`config.mk`:
```
export PLATFORM = sky130hd
export DESIGN_NAME = register_file_multiport
export DESIGN_NICKNAME = d
export VERILOG_FILES = /design/src/rtl/register_file_multiport.sv
export SDC_FILE = /design/constraint.sdc
export NUM_CORES = 2
export LEC_CHECK = 0
export BUFFER_PORTS_ARGS = -buffer_cell sky130_fd_sc_hd__buf_2
export CAP_MARGIN = 40
export CORE_ASPECT_RATIO = 0.5
export CORE_UTILIZATION = 40
export CTS_CLUSTER_SIZE = 14
export DETAILED_ROUTE_END_ITERATION = 7
export PLACE_DENSITY = 0.63
export SYNTH_ARGS = -nofsm -noshare
export SYNTH_HDL_FRONTEND = slang
export SYNTH_SLANG_ARGS = --single-unit
```
`constraint.sdc`:
```
create_clock -name clk -period 4.4 [get_ports clk]
set_clock_uncertainty 0.15 [all_clocks]
set_input_delay 0.22 -clock clk [delete_from_list [all_inputs] [get_ports clk]]
set_output_delay 0.22 -clock clk [all_outputs]
set_load 0.005 [all_outputs]
```
`src/rtl/register_file_multiport.sv`:
```
`default_nettype none
// ============================================================================
// Module   : register_file_multiport
// Purpose  : General-purpose register file with three read ports (A, B, C),
//            two write ports (WB write-back, WB2 base-register update),
//            same-cycle write-to-read bypass and a post-reset initialisation
//            sequencer that writes one register per cycle. Read addresses at
//            or above NUM_REGS return the PC input (R15 alias).
// Ports    : clk, reset                    - clock, sync active-high reset
//            i_SRC_1/2/3                   - read addresses, ports A/B/C
//            i_Destination_Write_Back(_2)  - write addresses, WB / WB2
//            i_Write_Back_Data(_2)         - write data, WB / WB2
//            i_Sig_Write_Back_Enable(_2)   - write enables, WB / WB2
//            i_PC_Value                    - value for addresses >= NUM_REGS
//            o_A, o_B, o_C                 - read data, ports A/B/C
//            o_Ready                       - initialisation complete
// Revision : 1.0 - initial release
// ============================================================================
module register_file_multiport #(
  parameter int DATA_WIDTH      = 32,
  parameter int ADDR_WIDTH      = 4,
  parameter int NUM_REGS        = 15,
  parameter int INIT_MODE       = 1,
  parameter int REGISTERED_READ = 0
) (
  input  logic                  clk,
  input  logic                  reset,
  input  logic [ADDR_WIDTH-1:0] i_SRC_1,
  input  logic [ADDR_WIDTH-1:0] i_SRC_2,
  input  logic [ADDR_WIDTH-1:0] i_SRC_3,
  input  logic [ADDR_WIDTH-1:0] i_Destination_Write_Back,
  input  logic [DATA_WIDTH-1:0] i_Write_Back_Data,
  input  logic                  i_Sig_Write_Back_Enable,
  input  logic [ADDR_WIDTH-1:0] i_Destination_Write_Back_2,
  input  logic [DATA_WIDTH-1:0] i_Write_Back_Data_2,
  input  logic                  i_Sig_Write_Back_Enable_2,
  input  logic [DATA_WIDTH-1:0] i_PC_Value,
  output logic [DATA_WIDTH-1:0] o_A,
  output logic [DATA_WIDTH-1:0] o_B,
  output logic [DATA_WIDTH-1:0] o_C,
  output logic                  o_Ready
);

  localparam logic [ADDR_WIDTH-1:0] c_num_regs = ADDR_WIDTH'(NUM_REGS);
  localparam logic [ADDR_WIDTH-1:0] c_last_reg = ADDR_WIDTH'(NUM_REGS - 1);

  typedef enum logic [0:0] {
    ST_INIT  = 1'b0,
    ST_READY = 1'b1
  } state_t;

  state_t                r_state;
  state_t                w_state_next;
  logic [ADDR_WIDTH-1:0] r_cnt;
  logic [ADDR_WIDTH-1:0] w_cnt_next;

  logic [DATA_WIDTH-1:0] r_regs [0:NUM_REGS-1];

  logic                  w_ready;
  logic [DATA_WIDTH-1:0] w_init_val;
  logic                  w_wr1_en;
  logic                  w_wr2_en;

  logic [2:0][ADDR_WIDTH-1:0] w_src;
  logic [2:0][DATA_WIDTH-1:0] w_rd;

  // --------------------------------------------------------------------------
  // Initialisation sequencer
  // --------------------------------------------------------------------------
  always_ff @(posedge clk) begin
    if (reset) begin
      r_state <= ST_INIT;
      r_cnt   <= '0;
    end else begin
      r_state <= w_state_next;
      r_cnt   <= w_cnt_next;
    end
  end

  always_comb begin
    w_state_next = r_state;
    w_cnt_next   = r_cnt;
    case (r_state)
      ST_INIT: begin
        w_cnt_next = r_cnt + 1'b1;
        // The edge that writes the last register also completes init.
        if (r_cnt == c_last_reg) begin
          w_state_next = ST_READY;
        end
      end
      ST_READY: begin
        w_state_next = ST_READY;
      end
      default: begin
        w_state_next = ST_INIT;
      end
    endcase
  end

  assign w_ready    = (r_state == ST_READY);
  assign o_Ready    = w_ready;
  assign w_init_val = (INIT_MODE != 0) ? DATA_WIDTH'(r_cnt) : '0;

  // Writes to PC-alias addresses have no storage and are dropped.
  assign w_wr1_en = w_ready && i_Sig_Write_Back_Enable &&
                    (i_Destination_Write_Back < c_num_regs);
  assign w_wr2_en = w_ready && i_Sig_Write_Back_Enable_2 &&
                    (i_Destination_Write_Back_2 < c_num_regs);

  // --------------------------------------------------------------------------
  // Storage. No reset on the array: the sequencer loads it after reset.
  // WB2 is assigned last so it wins a same-address collision.
  // --------------------------------------------------------------------------
  always_ff @(posedge clk) begin
    if (!reset) begin
      if (r_state == ST_INIT) begin
        r_regs[r_cnt] <= w_init_val;
      end else begin
        if (w_wr1_en) begin
          r_regs[i_Destination_Write_Back] <= i_Write_Back_Data;
        end
        if (w_wr2_en) begin
          r_regs[i_Destination_Write_Back_2] <= i_Write_Back_Data_2;
        end
      end
    end
  end

  // --------------------------------------------------------------------------
  // Read path with bypass: PC alias, then WB2, then WB, then storage.
  // Reads return zero until initialisation is complete.
  // --------------------------------------------------------------------------
  assign w_src = {i_SRC_3, i_SRC_2, i_SRC_1};

  always_comb begin
    for (int p = 0; p < 3; p++) begin
      w_rd[p] = '0;
      if (w_ready) begin
        if (w_src[p] >= c_num_regs) begin
          w_rd[p] = i_PC_Value;
        end else if (i_Sig_Write_Back_Enable_2 &&
                     (i_Destination_Write_Back_2 == w_src[p])) begin
          w_rd[p] = i_Write_Back_Data_2;
        end else if (i_Sig_Write_Back_Enable &&
                     (i_Destination_Write_Back == w_src[p])) begin
          w_rd[p] = i_Write_Back_Data;
        end else begin
          w_rd[p] = r_regs[w_src[p]];
        end
      end
    end
  end

  generate
    if (REGISTERED_READ != 0) begin : g_reg_read
      logic [2:0][DATA_WIDTH-1:0] r_rd;

      always_ff @(posedge clk) begin
        if (reset) begin
          r_rd <= '0;
        end else begin
          r_rd <= w_rd;
        end
      end

      assign o_A = r_rd[0];
      assign o_B = r_rd[1];
      assign o_C = r_rd[2];
    end else begin : g_comb_read
      assign o_A = w_rd[0];
      assign o_B = w_rd[1];
      assign o_C = w_rd[2];
    end
  endgenerate

endmodule
`default_nettype wire

```
; ---- Word-level counts from Yosys, hierarchy flattened
; Memory sizes are Yosys's and may differ from the RTL's.
; Cells that the tools add are included.
[word_totals]
regBits = 5
elab_cells = 56
mem_count = 1
ram_bits = 480
output_inout_bits = 97
inputBits = 120
[mem_list]
columns = name, words, word_bits, rd, rd_ports_with_merged_regs, write_ports, line
row1 = r_regs, 15, 32, 3, 0, 2, 57  ; logic [DATA_WIDTH-1:0] r_regs [0:NUM_REGS-1];
[op_classes]
n_reduce_logical = 11
n_addsub = 1
bitwise = 1
eq_ne = 7
magnitude_cmp = 5
mux = 28
[ops]
columns = operator, count
row1 = $mux W32, 13
row2 = $reduce_or A32 Y1, 1
row3 = $eq A4 B4 Y1, 6
row4 = $mux W1, 13
row5 = $ge A4 B4 Y1 const B, 3
row6 = $logic_and A1 B1 Y1, 10
row7 = $lt A4 B4 Y1 const B, 2
row8 = $add A4 B1 Y4 const B, 1
row9 = $eq A4 B4 Y1 const B, 1
row10 = $mux W4, 1
row11 = $pmux W1 S2, 1
row12 = $not A1 Y1, 1

; ---- Longest topological paths before layout
[logic_depth]
ltp_word = 8
mapped_depth = 11
mapped_depth_nobuf = 6

; ---- Worst setup path before layout
; Ideal clock, no wire load.
[synth_path]
kind = in2reg
start = in i_Destination_Write_Back[3]
end = mem r_regs[6][0], enable pin
path_slack_ps = -20
setup_ps = 466
n_path_buf = 4
arrival_ps = 3805
path_stages = 9
required_time_ps = 3784
cell_sequence = clkbuf_1 > nand4_1 > and3_1 > buf_2 > buf_2 > buf_2 > nor3b_1 > a31oi_1 > o21ai_0
[synth_lines]
columns = element, line
row1 = from (decl), 31  ; input logic [ADDR_WIDTH-1:0] i_Destination_Write_Back,
row2 = to (decl), 57

; ---- Worst setup path in the final report
[layout_path]
start = in i_SRC_3[1]
end = out o_C[10]
[layout_between]
elab_chain_len = 6
elab_cells_between_ends = 10
classes_between = order compare: 1 / eq/ne: 2 / mux: 4 / reduce/logical: 2 / memory: 1
[layout_rtl]
columns = element, line
row1 = from (decl), 30  ; input logic [ADDR_WIDTH-1:0] i_SRC_3,
row2 = "parallel branches: the longest is 4 deep, another holds $mem_v2 Z15 W32", n/a
row3 = $mux W32 *, 139  ; if (w_src[p] >= c_num_regs) begin
row4 = $mux W32 *, 138  ; if (w_ready) begin
row5 = to (decl), 40  ; output logic [DATA_WIDTH-1:0] o_C,
; Mark *: on every way between the ends.

==> out/qor.csv <==
metric;value;unit
outcome;complete, but fails checks;
failed_checks;design-rule violations;
clkLatencyLatePin;0.64;ns
vias;30000;
power.share.switching;27.1;%
ctsHtreeMaxLevel;2;
ratio_of_cells_with_drive_above_1_in_the_final_layout;24.6;%
detail_route.wirelength;136;mm
setup_violations;0;
fin_nets;3326;
finalNonFillerCells;4400;
dieArea;0.0877;mm2
clockPowerShare;38.9;%
tritoncts_num_sinks;485;
clock_slew_seen_by_the_registers_of_the_worst_setup_and_hold_paths;0.07;ns
ant_nets;0;
timing_worst_slew_pin_value;0.929;ns
period_minus_slack;3.73;ns
power.switching;2.99;mW
maximum_number_of_pins_on_one_net_before_global_route_repair;113;
drt-vias-per-instance;6.82;
cp-startpoint;i_SRC_3[1];
post-route-drc-count;1;
synth-edff-count;480;
reg2reg_from;o_Ready;
fmaxAchievable;0.268;GHz
avgSynthCellArea;10.8;um2
fp.dieH;210;um
slew_viol_final;0;
fin_area;0.0386;mm2
firstDrtPassIters;8;
critical_path_arrival;3.36;ns
yosys.area.top_type_share;41.7;%
timing.slew.headroom;37.9;%
yosys_register_bits;485;
final.period_utilization;84.7;%
timing.hold.ws;0.0258;ns
pin_count;217;
average_wire_per_standard_cell;30.8;um
grt_first_pass_wirelength;195;mm
hold_viol;0;
synth_cell_type_count;56;
synth-main-ff-cell;sky130_fd_sc_hd__edfxtp_1;
die_outline_width;418;um
synth.largest_area_cell;sky130_fd_sc_hd__edfxtp_1;
crit_path_start_kind;input pin;
floorplan.initialDensity;40.8;%
floorplan.core_area;0.0847;mm2
clockBufferDepth;3;
pd_cells;287;mW/mm2
dr.first_iter.drc_count;5324;
drv_cap;0;
placementRows;75;
place_area;0.0368;mm2
critical_path.max_fanout;112;
grt.total_usage;30.3;%
mostFrequentLayoutCells;sky130_fd_sc_hd__nand2_1, sky130_fd_sc_hd__o21ai_0, sky130_fd_sc_hd__edfxtp_1;
timing.final.ws_setup;0.672;ns
port_buffers;216;
path_class;in -> out;
timing.critical_path.to_type;output port;
cts_tree;yes;
cts-root-buf;sky130_fd_sc_hd__clkbuf_16;
place.gp.congestion;0.931;
most_common_cell_after_layout_fill_and_taps_aside;sky130_fd_sc_hd__nand2_1;
synth-seq-area-share;42.0;%
ys_warn_count;0;
number_of_antenna_violations_at_the_first_check_in_global_routing;3;
pwr-share-seq;46.6;%
critical_path_data_required_time;4.03;ns
synth.cell_area;0.0346;mm2
unrepaired_setup_endpoints_after_global_routing;false;
power_report.internal_total;8.06;mW
p_leak;12.6;nW
launch_instance_of_the_worst_min_delay_path;i_Write_Back_Data_2[0];
globalRouteOverflowTotal;0;
area_added_between_synthesis_and_finish;11.6;%
worstHoldPathType;in -> reg;
max-vdd-ir-drop;0.000282;V
pre_cts_slack;0.863;ns
place.detailed.instances;4284;
cts_resized;0;
utilization;45.5;%
synthCells;3207;
vias_in_the_first_global_route;27900;
cts_made_buffers;50;
postSynth.asyncResetShare;0;%
place_hpwl;85.1;mm
synth_area_leaders;sky130_fd_sc_hd__edfxtp_1, sky130_fd_sc_hd__mux4_2, sky130_fd_sc_hd__o21ai_0;
synthesized_netlist_net_count;3329;
combinationalPowerShare;14.5;%
[repair_timing]
| action | 4_1_cts | 5_1_grt |
|---|---|---|
| hold buffers | 23 | 0 |
| setup buffers | 0 | 0 |
| endpoints found under the hold margin | 233 | 0 |
[per-layer routing]
| metal | wire length [um] | vias up | global-route usage [%] |
|---|---|---|---|
| met4 | 7590 | 6 | 15.9 |
| met1 | 48600 | 14800 | 39.4 |
| li1 | - | 12300 | - |
| met3 | 18900 | 478 | 8.90 |
| met2 | 60500 | 2427 | 45.9 |
| met5 | 44 | - | 0 |
[Yosys cell counts, drive strengths merged, types with 2 or more instances]
| cell | number |
|---|---|
| nand2 | 578 |
| o21ai | 550 |
| edfxtp | 480 |
| mux4 | 313 |
| clkbuf | 237 |
| mux2i | 178 |
| buf | 163 |
| a21oi | 150 |
| nor2 | 138 |
| o211ai | 68 |
| o221a | 56 |
| nor3 | 44 |
| o221ai | 40 |
| o22ai | 30 |
| nor2b | 24 |
| a211oi | 23 |
| xor2 | 17 |
| a31oi | 13 |
| a211o | 10 |
| nand3 | 10 |
| xnor2 | 10 |
| inv | 7 |
| nand2b | 7 |
| and2 | 6 |
| and3 | 6 |
| nand4 | 6 |
| or3 | 6 |
| dfxtp | 5 |
| a2111oi | 4 |
| or2 | 4 |
| nand3b | 3 |
| ha | 2 |
| nand4b | 2 |
| nor3b | 2 |
| nor4 | 2 |
| o31ai | 2 |
| or3b | 2 |
[kinds of logic after synthesis]
group / share of synthesized area [%]
xor gates and xnor gates: 0.684
and+or+nand+nor: 10.1
buffers and inverters: 5.36
DFF: 42.0
muxes: 25.5
adders and majority gates: 0.0724
AOI/OAI and AO/OA: 16.3
[power groups by stage]
stage / clock [mW] / sequential [mW] / combinational, mW
6_report: 4.30 / 5.15 / 1.60
5_1_grt: 4.47 / 5.16 / 1.64
2_1_floorplan: 0 / 5.23 / 1.01
4_1_cts: 4.28 / 5.15 / 1.55
3_3_place_gp: 0 / 5.24 / 1.50
3_5_place_dp: 0 / 5.25 / 1.53
[stage by stage]
| stage | power [mW] | TNS (ns) |
|---|---|---|
| after floorplan | 6.24 | -3.49 |
| after global placement | 6.75 | 0 |
| after detailed placement | 6.78 | 0 |
| after CTS | 11.0 | 0 |
| after global routing | 11.3 | 0 |
| final | 11.1 | 0 |
[cell type report]
cell class | count | area (um2)
antenna | 4 | 10.0
clock buffer | 59 | 1310
clock inverter | 30 | 243
fill | 7652 | 46200
inverter | 7 | 26.3
multi-input combinational | 2315 | 18500
sequential | 485 | 14500
tap | 1155 | 1450
timing repair buffer | 345 | 2540
[path summary, 6_finish.rpt]
path	slack (ns)	to	cells past startpoint
worst max-delay path	0.67	o_C[10]	9
worst min-delay path	0.03	r_regs[12][0]	3
worst max register to register	1.15	r_regs[7][13]	8
worst min register to register	0.48	o_Ready	2
[flip-flops by register name, indices dropped and copies added, names as in the netlist]
register	flops
o_Ready	1
r_regs	480
r_cnt	4
[critical path, stage by stage]
cell                       delay [ns]
sky130_fd_sc_hd__buf_6           0.29
sky130_fd_sc_hd__buf_12          0.53
sky130_fd_sc_hd__nand4_1         0.21
sky130_fd_sc_hd__buf_4           0.38
sky130_fd_sc_hd__nand4_1         0.22
sky130_fd_sc_hd__buf_4           0.30
sky130_fd_sc_hd__o221ai_1        0.34
sky130_fd_sc_hd__a31oi_1         0.56
sky130_fd_sc_hd__buf_2           0.21
Note: power is estimated with default switching activity, not from simulation.
